File: config.mk
export PLATFORM = sky130hd
export DESIGN_NAME = mdu_iterative
export DESIGN_NICKNAME = d
export VERILOG_FILES = /design/src/rtl/mdu_iterative_pkg.sv /design/src/rtl/mdu_div_step.sv /design/src/rtl/mdu_iterative.sv
export SDC_FILE = /design/constraint.sdc
export NUM_CORES = 1
export LEC_CHECK = 0
export CAP_MARGIN = 25
export CORE_ASPECT_RATIO = 1.2
export CORE_MARGIN = 1
export CORE_UTILIZATION = 50
export CTS_CLUSTER_DIAMETER = 60
export DETAILED_ROUTE_END_ITERATION = 8
export PLACE_DENSITY = 0.72
export SLEW_MARGIN = 20
export SYNTH_ARGS = -nofsm -noshare
export SYNTH_HDL_FRONTEND = slang
export SYNTH_SLANG_ARGS = --single-unit
File: constraint.sdc
create_clock -name clk -period 17.4 [get_ports clk]
set_input_delay 4.35 -clock clk [delete_from_list [all_inputs] [get_ports clk]]
set_output_delay 4.35 -clock clk [all_outputs]
set_load 0.02 [all_outputs]
File: src/rtl/mdu_iterative_pkg.sv
// Shared definitions for the iterative multiply/divide unit.
//   mdu_op_e    : operation codes presented on the op port
//   mdu_state_e : sequencer states
//   mdu_cnt_width(): step counter width for a given operand width
package mdu_iterative_pkg;

    typedef enum logic [1:0] {
        MDU_MULT  = 2'd0,
        MDU_MULTU = 2'd1,
        MDU_DIV   = 2'd2,
        MDU_DIVU  = 2'd3
    } mdu_op_e;

    typedef enum logic [2:0] {
        ST_IDLE = 3'd0,
        ST_MUL  = 3'd1,
        ST_DIV  = 3'd2,
        ST_DIV0 = 3'd3,
        ST_FIX  = 3'd4
    } mdu_state_e;

    function automatic int unsigned mdu_cnt_width(input int unsigned width);
        return $clog2(width) + 1;
    endfunction

endpackage

File: src/rtl/mdu_div_step.sv
// One restoring-division step (combinational).
//   rem          in  WIDTH+1  partial remainder from the previous step
//   divisor      in  WIDTH    divisor magnitude
//   dividend_bit in  1        next dividend bit, MSB first
//   new_rem      out WIDTH+1  partial remainder after this step
//   q_bit        out 1        quotient bit produced by this step
module mdu_div_step #(
    parameter int unsigned WIDTH = 32
) (
    input  logic [WIDTH:0]   rem,
    input  logic [WIDTH-1:0] divisor,
    input  logic             dividend_bit,
    output logic [WIDTH:0]   new_rem,
    output logic             q_bit
);

    logic [WIDTH:0]   w_shift;
    logic [WIDTH+1:0] w_diff;

    // A restored remainder is always below the divisor, so its MSB is zero
    // and dropping it on the shift loses nothing.
    assign w_shift = {rem[WIDTH-1:0], dividend_bit};
    assign w_diff  = {1'b0, w_shift} - {2'b00, divisor};
    assign q_bit   = ~w_diff[WIDTH+1];
    assign new_rem = q_bit ? w_diff[WIDTH:0] : w_shift;

endmodule

File: src/rtl/mdu_iterative.sv
// Multi-cycle multiply/divide unit with architectural HI/LO registers.
// Signed operands are reduced to magnitudes, an unsigned shift-add multiplier
// (MUL_BPC bits per cycle) or restoring divider (1 bit per cycle) runs, and a
// final FIX cycle applies the result signs.
//   clk, rst (async, active-high)
//   start, op, opa, opb : issue an operation (sampled only while idle)
//   cancel              : abort the operation in flight, drop a same-cycle start
//   hi_wen, lo_wen, wdata : MTHI/MTLO writes, honoured only while idle
//   busy  : operation in flight (pipeline stall source)
//   done  : one-cycle pulse, HI/LO hold the new result
//   hi, lo: architectural HI/LO registers
module mdu_iterative
    import mdu_iterative_pkg::*;
#(
    parameter int unsigned WIDTH   = 32,
    parameter int unsigned MUL_BPC = 2
) (
    input  logic             clk,
    input  logic             rst,
    input  logic             start,
    input  logic [1:0]       op,
    input  logic [WIDTH-1:0] opa,
    input  logic [WIDTH-1:0] opb,
    input  logic             cancel,
    input  logic             hi_wen,
    input  logic             lo_wen,
    input  logic [WIDTH-1:0] wdata,
    output logic             busy,
    output logic             done,
    output logic [WIDTH-1:0] hi,
    output logic [WIDTH-1:0] lo
);

    localparam int unsigned CNT_W     = mdu_cnt_width(WIDTH);
    localparam int unsigned MUL_STEPS = WIDTH / MUL_BPC;
    localparam int unsigned DIV_STEPS = WIDTH;

    mdu_state_e         r_state;
    logic [CNT_W-1:0]   r_cnt;
    logic [2*WIDTH-1:0] r_acc;     // MUL: {partial product, multiplier}; DIV: low half = dividend/quotient
    logic [WIDTH-1:0]   r_mcand;   // multiplicand or divisor magnitude
    logic [WIDTH:0]     r_rem;
    logic               r_is_div;
    logic               r_neg_lo;
    logic               r_neg_hi;
    logic               r_busy;
    logic               r_done;
    logic [WIDTH-1:0]   r_hi;
    logic [WIDTH-1:0]   r_lo;

    mdu_op_e            w_op;
    logic               w_signed;
    logic               w_neg_a;
    logic               w_neg_b;
    logic [WIDTH-1:0]   w_mag_a;
    logic [WIDTH-1:0]   w_mag_b;
    logic [WIDTH+MUL_BPC-1:0] w_pp;
    logic [WIDTH+MUL_BPC-1:0] w_sum;
    logic [2*WIDTH-1:0] w_mul_next;
    logic [WIDTH:0]     w_div_rem;
    logic               w_div_q;
    logic [2*WIDTH-1:0] w_prod;
    logic [WIDTH-1:0]   w_fix_hi;
    logic [WIDTH-1:0]   w_fix_lo;

    assign w_op     = mdu_op_e'(op);
    assign w_signed = (w_op == MDU_MULT) || (w_op == MDU_DIV);
    assign w_neg_a  = w_signed & opa[WIDTH-1];
    assign w_neg_b  = w_signed & opb[WIDTH-1];
    assign w_mag_a  = w_neg_a ? -opa : opa;
    assign w_mag_b  = w_neg_b ? -opb : opb;

    // Multiply step: add multiplicand * (next MUL_BPC multiplier bits) into the
    // upper half, then shift the whole accumulator right. The upper half stays
    // below 2^WIDTH after the shift, so WIDTH+MUL_BPC bits hold the sum.
    always_comb begin
        w_pp = '0;
        for (int unsigned k = 0; k < MUL_BPC; k++) begin
            if (r_acc[k]) begin
                w_pp = w_pp + ({{MUL_BPC{1'b0}}, r_mcand} << k);
            end
        end
    end

    assign w_sum      = {{MUL_BPC{1'b0}}, r_acc[2*WIDTH-1:WIDTH]} + w_pp;
    assign w_mul_next = {w_sum, r_acc[WIDTH-1:MUL_BPC]};

    mdu_div_step #(
        .WIDTH(WIDTH)
    ) u_div_step (
        .rem          (r_rem),
        .divisor      (r_mcand),
        .dividend_bit (r_acc[WIDTH-1]),
        .new_rem      (w_div_rem),
        .q_bit        (w_div_q)
    );

    assign w_prod = r_neg_lo ? -r_acc : r_acc;

    always_comb begin
        if (r_is_div) begin
            w_fix_lo = r_neg_lo ? -r_acc[WIDTH-1:0] : r_acc[WIDTH-1:0];
            w_fix_hi = r_neg_hi ? -r_rem[WIDTH-1:0] : r_rem[WIDTH-1:0];
        end else begin
            w_fix_lo = w_prod[WIDTH-1:0];
            w_fix_hi = w_prod[2*WIDTH-1:WIDTH];
        end
    end

    always_ff @(posedge clk or posedge rst) begin
        if (rst) begin
            r_state  <= ST_IDLE;
            r_cnt    <= '0;
            r_acc    <= '0;
            r_mcand  <= '0;
            r_rem    <= '0;
            r_is_div <= 1'b0;
            r_neg_lo <= 1'b0;
            r_neg_hi <= 1'b0;
            r_busy   <= 1'b0;
            r_done   <= 1'b0;
            r_hi     <= '0;
            r_lo     <= '0;
        end else begin
            r_done <= 1'b0;
            if (cancel) begin
                // Abort wins over everything except an idle-time HI/LO write.
                r_state <= ST_IDLE;
                r_busy  <= 1'b0;
                r_cnt   <= '0;
                if (!r_busy) begin
                    if (hi_wen) r_hi <= wdata;
                    if (lo_wen) r_lo <= wdata;
                end
            end else begin
                case (r_state)
                    ST_IDLE: begin
                        if (hi_wen) r_hi <= wdata;
                        if (lo_wen) r_lo <= wdata;
                        if (start) begin
                            r_busy   <= 1'b1;
                            r_cnt    <= '0;
                            r_rem    <= '0;
                            r_is_div <= op[1];
                            r_neg_lo <= w_neg_a ^ w_neg_b;
                            r_neg_hi <= w_neg_a;
                            if (!op[1]) begin
                                r_state <= ST_MUL;
                                r_acc   <= {{WIDTH{1'b0}}, w_mag_b};
                                r_mcand <= w_mag_a;
                            end else if (opb == '0) begin
                                // Raw dividend is parked for the HI result.
                                r_state <= ST_DIV0;
                                r_acc   <= {{WIDTH{1'b0}}, opa};
                                r_mcand <= '0;
                            end else begin
                                r_state <= ST_DIV;
                                r_acc   <= {{WIDTH{1'b0}}, w_mag_a};
                                r_mcand <= w_mag_b;
                            end
                        end
                    end
                    ST_MUL: begin
                        r_acc <= w_mul_next;
                        r_cnt <= r_cnt + 1'b1;
                        if (r_cnt == CNT_W'(MUL_STEPS - 1)) r_state <= ST_FIX;
                    end
                    ST_DIV: begin
                        r_rem <= w_div_rem;
                        r_acc <= {r_acc[2*WIDTH-1:WIDTH], r_acc[WIDTH-2:0], w_div_q};
                        r_cnt <= r_cnt + 1'b1;
                        if (r_cnt == CNT_W'(DIV_STEPS - 1)) r_state <= ST_FIX;
                    end
                    ST_DIV0: begin
                        r_hi    <= r_acc[WIDTH-1:0];
                        r_lo    <= '1;
                        r_done  <= 1'b1;
                        r_busy  <= 1'b0;
                        r_state <= ST_IDLE;
                    end
                    ST_FIX: begin
                        r_hi    <= w_fix_hi;
                        r_lo    <= w_fix_lo;
                        r_done  <= 1'b1;
                        r_busy  <= 1'b0;
                        r_cnt   <= '0;
                        r_state <= ST_IDLE;
                    end
                    default: begin
                        r_state <= ST_IDLE;
                        r_busy  <= 1'b0;
                    end
                endcase
            end
        end
    end

    assign busy = r_busy;
    assign done = r_done;
    assign hi   = r_hi;
    assign lo   = r_lo;

endmodule

==> metrics, run 1 <==
setup bufs post-CTS 0; Sum Neg Setup Slack 0 ns; Synth Cell Area between 0.015 and 0.02 mm^2; Syn-to-layout area delta 15.2%; crit start category input pin; synthesized area per cell between 7 and 8 um^2; Routed Antenna Nets 0; layout cells sized above 1 under 10%; commonest non-fill, non-tap cells in the layout nand2_1, o21ai_0, dfrtp_1, a21oi_1, nor2_1; CTS tree done; largest net degree at the start of global routing between 100 and 150; Die ar. about 0.039 mm^2; cell count after synthesis around 2,400; crit path max fanout 13; vias in the first global route ~19,000; syn nets 2,620; Crit-path slowest cell or3_1; fin crit period 7.57 ns; Max Fclk between 100 and 150 MHz; fin nets approximately 2,700; Non-Filler Instances roughly 3,000; failing checks DRC; Least-Margin Pin Slew 1.01 ns; Yosys warning count 0; leading area contributor after synthesis dfrtp_1; Slew Viols, Final 0; DRC violations left 26; Hold WC Path Type reg -> reg; WL/cell between 20 and 25 um; Final Hold Viols 0; H-Tree Depth 1; synth top area cells dfrtp_1, o21ai_0, ha_1, xor2_1, xnor2_1; die height ~220 um; EDFF count, synth 0; initial DRC count ~1,800; commonest non-fill, non-tap cell in the layout nand2_1; clock sink total 206; Hold Buf Count CTS 0; Buf/Inv on CP 1; VDD IR-drop max about 0.088 mV; Row Count 77; Num CTS Buffers 26; Core Box Area 0.0371 mm^2; Worst-Skew Late Latency about 0.57 ns; RD Place Congestion 0.990; status finished, violations left; period utilisation layout a little over two fifths; clk root buf clkbuf_16; vias just under 20,000; #FFs+latches synth 206; wire length of the first global-routing pass around 110 mm; Crit path max-delay family simple AND/OR/NAND/NOR gates; async set or reset register ratio after synthesis 100%; Worst EP required approximately 18 ns; drt via density ~6.5; RSZ-0062 raised after global routing false; total chip power roughly 0.0037 W; post-synthesis sequential area ratio 27.2%; Setup-failing EPs final 0; initial core utilization 51.1%; die width 180 um; I/O pins 170; max-capacitance violation count 0; CP Class in -> reg; Primary FF master, synth dfrtp_1; Critical Path End Type flop; dpl hpwl between 50 and 60 mm; Relative slew margins between 30% and 40%; Worst EP arrival roughly 8 ns; I/O Buffers 169; number of antenna violations at the first check in global routing 0; Leak 9.16 nW; Post-Route WL approximately 68 mm; drt pass-1 iters 8; placed cell count slightly below 3,000; GRT Util Overall 34.8%; Cell variety after synth 85; clk_skew between 0.015 and 0.02 ns; Synth top area share 27.2%; post_cts resized 0; Max clock buf depth 3; hold slack 0.485 ns; total gr overflow 0; CP Cell Sequence clkdlybuf4s50_1, nor3_1, nand2b_1, nor3b_1, nand4_1, or3_1, nand2_1, nor2_1, xnor2_1, a211oi_1, a221oi_1, o21ai_0; Power Dens Cells between 150 and 200 mW/mm^2; clk slew on worst S/H paths around 0.07 ns; Worst path max stage delay between 0.6 and 0.7 ns
==> cell families (layout without fill, tap and decap cells) <==
family,count (synthesis),in the layout,synth area share (%)
other cells,0,1,0
xor+xnor,253,253,11.7
mux,52,52,2.84
fa+ha+maj,98,98,6.59
buf+inv,225,316,4.61
simple gates,712,712,17.6
flops,206,206,27.2
compound gates,872,872,29.4
==> final cells by class <==
type	count	area, um^2
fillers	3364	15300
flip-flops and latches	206	5160
well taps	474	593
clock buffers	28	668
repair buffers	195	1910
multi-input cells	1987	12900
clock inverters	19	263
diodes	1	2.50
inverters	74	285
==> per-stage QoR <==
stage | setup slack (ns) | util, % | area (um^2)
finish | 9.83 | 58.8 | 21800
global route | 9.53 | 58.8 | 21800
CTS | 9.90 | 58.7 | 21800
detailed placement | 9.32 | 56.2 | 20900
global placement | 9.36 | 56.1 | 20800
floorplan | 7.43 | - | 18900
==> worst paths after layout <==
check | start | end | slack, ns | cells after the start
worst max-delay path | opb[3] | r_acc[13]$_DFFE_PP0P_ | 9.83 | 12
worst min-delay path | r_is_div$_DFFE_PP0P_ | r_is_div$_DFFE_PP0P_ | 0.49 | 2
worst max register to register | r_acc[0]$_DFFE_PP0P_ | r_acc[63]$_DFFE_PP0P_ | 10.33 | 26
worst min register to register | r_is_div$_DFFE_PP0P_ | r_is_div$_DFFE_PP0P_ | 0.49 | 2
max in group asynchronous | rst | r_neg_lo$_DFFE_PP0P_ | 11.44 | 5
min in group asynchronous | rst | r_acc[42]$_DFFE_PP0P_ | 4.28 | 2
==> routing by layer <==
metal | global-route usage [%] | share of wire [%] | wire length (um) | vias up
met5 | 0 | 0 | 0 | -
met4 | 20.2 | 6.2 | 4210 | 0
met3 | 5.03 | 8.1 | 5460 | 210
met2 | 56.7 | 46 | 31100 | 931
met1 | 44.2 | 40 | 27100 | 9236
li1 | - | - | - | 8970
==> synthesized netlist by cell type (all sizes together) (4+ instances only) <==
master     n
nor2     193
a31oi     23
or2        7
and2      11
o31ai     44
o211ai    20
o22ai     34
a222oi    11
nand2    268
nor4      13
nand2b    34
buf       19
o21bai    14
inv       73
nor3      31
mux2      14
xnor2    125
mux2i     38
a211oi    21
o2bb2ai    4
ha        95
a221oi    33
or3       47
a22o       8
nor2b     21
xor2     128
or4       15
a21oi    203
dfrtp    206
o22a       8
nand4     10
a21boi     6
o41ai     16
clkbuf   132
a32oi      7
nor3b      4
o21ai    253
nand3     35
nand3b     4
and3       9
o21a      53
a22oi      6
a21o      47
o221ai    33
==> where the power goes <==
part	leakage [nW]	switching, W	total, W	internal (W)
Combinational	6.15	0.00129	0.00216	0.000867
Clock	0.453	0.000245	0.000601	0.000356
Sequential	2.56	0.000314	0.000972	0.000659
==> flip-flops by register name, indices dropped and copies added (netlist names) <==
register  flops
r_is_div      1
r_neg_hi      1
r_mcand      32
r_cnt         6
r_acc        64
hi           32
r_state       3
r_neg_lo      1
done          1
busy          1
r_rem        32
lo           32
==> tightest hold or removal path: cells and delay by family (launching register included) <==
kind / cells / cell delay (ns)
AOI/OAI and AO/OA: 1 / 0.06
and+or+nand+nor: 1 / 0.05
DFF: 1 / 0.34
Power figures use the tool's default switching activity.
==> run 2: changes to the inputs <==
- PLACE_DENSITY: 0.72 -> 0.75
- clock period: 17.4 -> 6.2 ns (I/O delays scaled with it)
==> run 2 against run 1 <==
Against the previous run: the flow still finishes with violations (DRC); global-route usage up 0.47 points; total power rose to 2.8 times the previous value; sequential share of layout area down 0.076 points; sequential cell count unchanged; count of clock-buffer cells in the layout up 7; cell count up 0.40%; hold slack better by 0.028 ns; wire length up 2.4%; cell area up 0.32%; setup slack worse by 9.5 ns; via count up 0.13%; combinational power rose to 2.9 times the previous value.
==> metrics, run 2 (synthesis gave the netlist of run 1 again) <==
commonest non-fill, non-tap cell in the layout nand2_1; start of the worst register-to-register path r_mcand[2]$_DFFE_PP0P_; Most flops, register r_acc; worst setup margin 0.332 ns (-9.50 ns); Hold Path Origin lo[12]$_DFFE_PP0P_; Max Fclk roughly 170 MHz; Post-Route WL 69.5 mm (+2.4%); drt pass-1 iters 8 (unchanged); clk slew on worst S/H paths 0.06 ns (about the same); initial DRC count 2,095 (+15%); Crit path max-delay family compound AO/OA/AOI/OAI gates; DRC violations left 11 (-58%); Largest register FFs 64 (unchanged); dpl ws 0.152 ns (-9.17 ns); failing checks DRC; Worst path max stage delay 0.47 ns (-0.18 ns); H-Tree Depth 1 (unchanged); Sum Neg Setup Slack 0 ns (unchanged); vias in the first global route 18,100 (-2.5%); CP startpoint r_mcand[2]$_DFFE_PP0P_; Worst EP required 6.70 ns (-11.15 ns); Crit-path slowest cell dfrtp_1; Die ar. 0.0387 mm^2 (unchanged); register area 0.00516 mm^2 (unchanged); total gr overflow 0 (unchanged); period utilisation layout 94.6%; Critical Path End Type flop; Leak 9.19 nW (+0.31%); dpl hpwl 52.9 mm (+2.9%); die height 215 um (unchanged); fin crit period between 5 and 6 ns; area of the multi-input gates 0.0130 mm^2 (+0.23%); wire length of the first global-routing pass 106 mm (about the same); Power Dens Cells 479 mW/mm^2 (+180%); WL/cell 23.2 um (+2.0%); largest net degree at the start of global routing 142 (+39%); Row Count 77 (unchanged); Slew Viols, Final 0 (unchanged); clock sink total 206 (unchanged); Hold Buf Count CTS 0 (unchanged); max-capacitance violation count 0 (unchanged); Num CTS Buffers 26 (unchanged); VDD IR-drop max 0.284 mV (+220%); initial core utilization 51.1% (unchanged); Worst-Skew Late Latency 0.57 ns (about the same); I/O pins 170 (unchanged); RD Place Congestion 0.985 (-0.42%); I/O Buffers 169 (unchanged); status finished, violations left; number of antenna violations at the first check in global routing 0 (unchanged); Max clock buf depth 3 (unchanged); cell repeated most along the worst path a21oi_1; Setup-failing EPs final 0 (unchanged); design area 0.0219 mm^2 (+0.32%); commonest non-fill, non-tap cells in the layout nand2_1, o21ai_0, dfrtp_1, a21oi_1, nor2_1; crit start category flop; vias 19,400 (+0.13%); CP Class reg -> reg; ANT cells 0 (-1); fin nets 2,704 (+0.45%); drt via density 6.47 (-0.27%); total chip power 0.0105 W (+180%); Routed Antenna Nets 0 (unchanged); fill count 3,336 (-0.83%); Final Hold Viols 0 (unchanged); Core Box Area 0.0371 mm^2 (unchanged); Syn-to-layout area delta 15.6%; die width 180 um (unchanged); GRT Util Overall 35.3% (+0.47 points); Worst EP arrival 6.37 ns (-1.65 ns); CTS tree done; Hold WC Path Type reg -> reg; Placed Area 0.0209 mm^2 (+0.37%); clk root buf clkbuf_16; layout cells sized above 1 5.63% (+0.65 points); Least-Margin Pin Slew 1.11 ns (+0.103 ns); crit path max fanout 8 (-5); Relative slew margins 25.6% (-7.2 points); Buf/Inv on CP 2 (+1); clk_skew 0.0169 ns (+0.000465 ns)
[run 2: changes by cell type in the layout (fill, tap and decap cells not counted), sizes merged]
cell	change
buf	+12
clkinv	-3
diode	-1
bufinv	-3
inv	-2
clkinvlp	+2
clkbuf	+7
[run 2: cell type report]
class / instances / area share [%]
clock buffers: 35 / 3.35
clock inverters: 13 / 0.731
inverters: 74 / 1.29
multi-input cells: 1987 / 59.3
flip-flops and latches: 206 / 23.5
well taps: 474 / 2.71
repair buffers: 207 / 9.11
[run 2: path summary, 6_finish.rpt]
path / end / slack, ns / depth (start not counted)
max reg2reg: r_acc[63]$_DFFE_PP0P_ / 0.33 / 26
max: r_acc[63]$_DFFE_PP0P_ / 0.33 / 26
min: lo[12]$_DFFE_PP0P_ / 0.51 / 1
min in group asynchronous: r_acc[34]$_DFFE_PP0P_ / 1.49 / 3
min reg2reg: lo[12]$_DFFE_PP0P_ / 0.51 / 1
max in group asynchronous: r_neg_hi$_DFFE_PP0P_ / 3.88 / 3
[run 2: through the flow]
step / std cells / hold slack [ns] / utilization [%]
after global placement: 2945 / 0.496 / 56.4
after global routing: 2996 / 0.540 / 59.0
final: 2996 / 0.514 / 59.0
after CTS: 2993 / 0.514 / 58.8
after floorplan: 2418 / 0.478 / -
after detailed placement: 2945 / 0.501 / 56.4
[run 2: per-layer routing]
metal  up-vias  share of wire (%)  GRT usage (%)
li1       8972                  -              -
met3       186                8.5           4.22
met2      1015                 44           54.6
met5         -                  0              0
met4         0                6.2           20.4
met1      9199                 42           47.7
[run 2: repair_timing]
item,in CTS,in global routing
buffers inserted,0,1
gates resized for setup,0,11
setup endpoints to repair,0,1
[run 2: worst reg2reg max path, stage by stage, from the launching register on]
cell       delay [ns]
dfrtp_1          0.47
nand2_1          0.19
inv_1            0.07
ha_1             0.27
a21oi_1          0.07
buf_4            0.15
nor3_1           0.22
o2bb2ai_1        0.18
o2111ai_1        0.17
a21oi_1          0.29
o21ai_0          0.22
a21oi_1          0.36
nor2_1           0.12
xnor2_1          0.13
mux2_2           0.27
ha_1             0.34
a21oi_1          0.14
o21ai_0          0.15
or3_1            0.33
o22a_1           0.20
o21ai_2          0.08
o21ai_1          0.11
and2_1           0.19
o41a_1           0.34
or2_0            0.25
a2111oi_2        0.35
a211o_1          0.14
[run 2: power by group]
part / leakage (nW) / internal [W] / switching [W]
combinational: 6.20 / 0.00247 / 0.00369
sequential: 2.56 / 0.00185 / 0.000899
clock: 0.429 / 0.000925 / 0.000655
total: 9.19 / 0.00524 / 0.00525
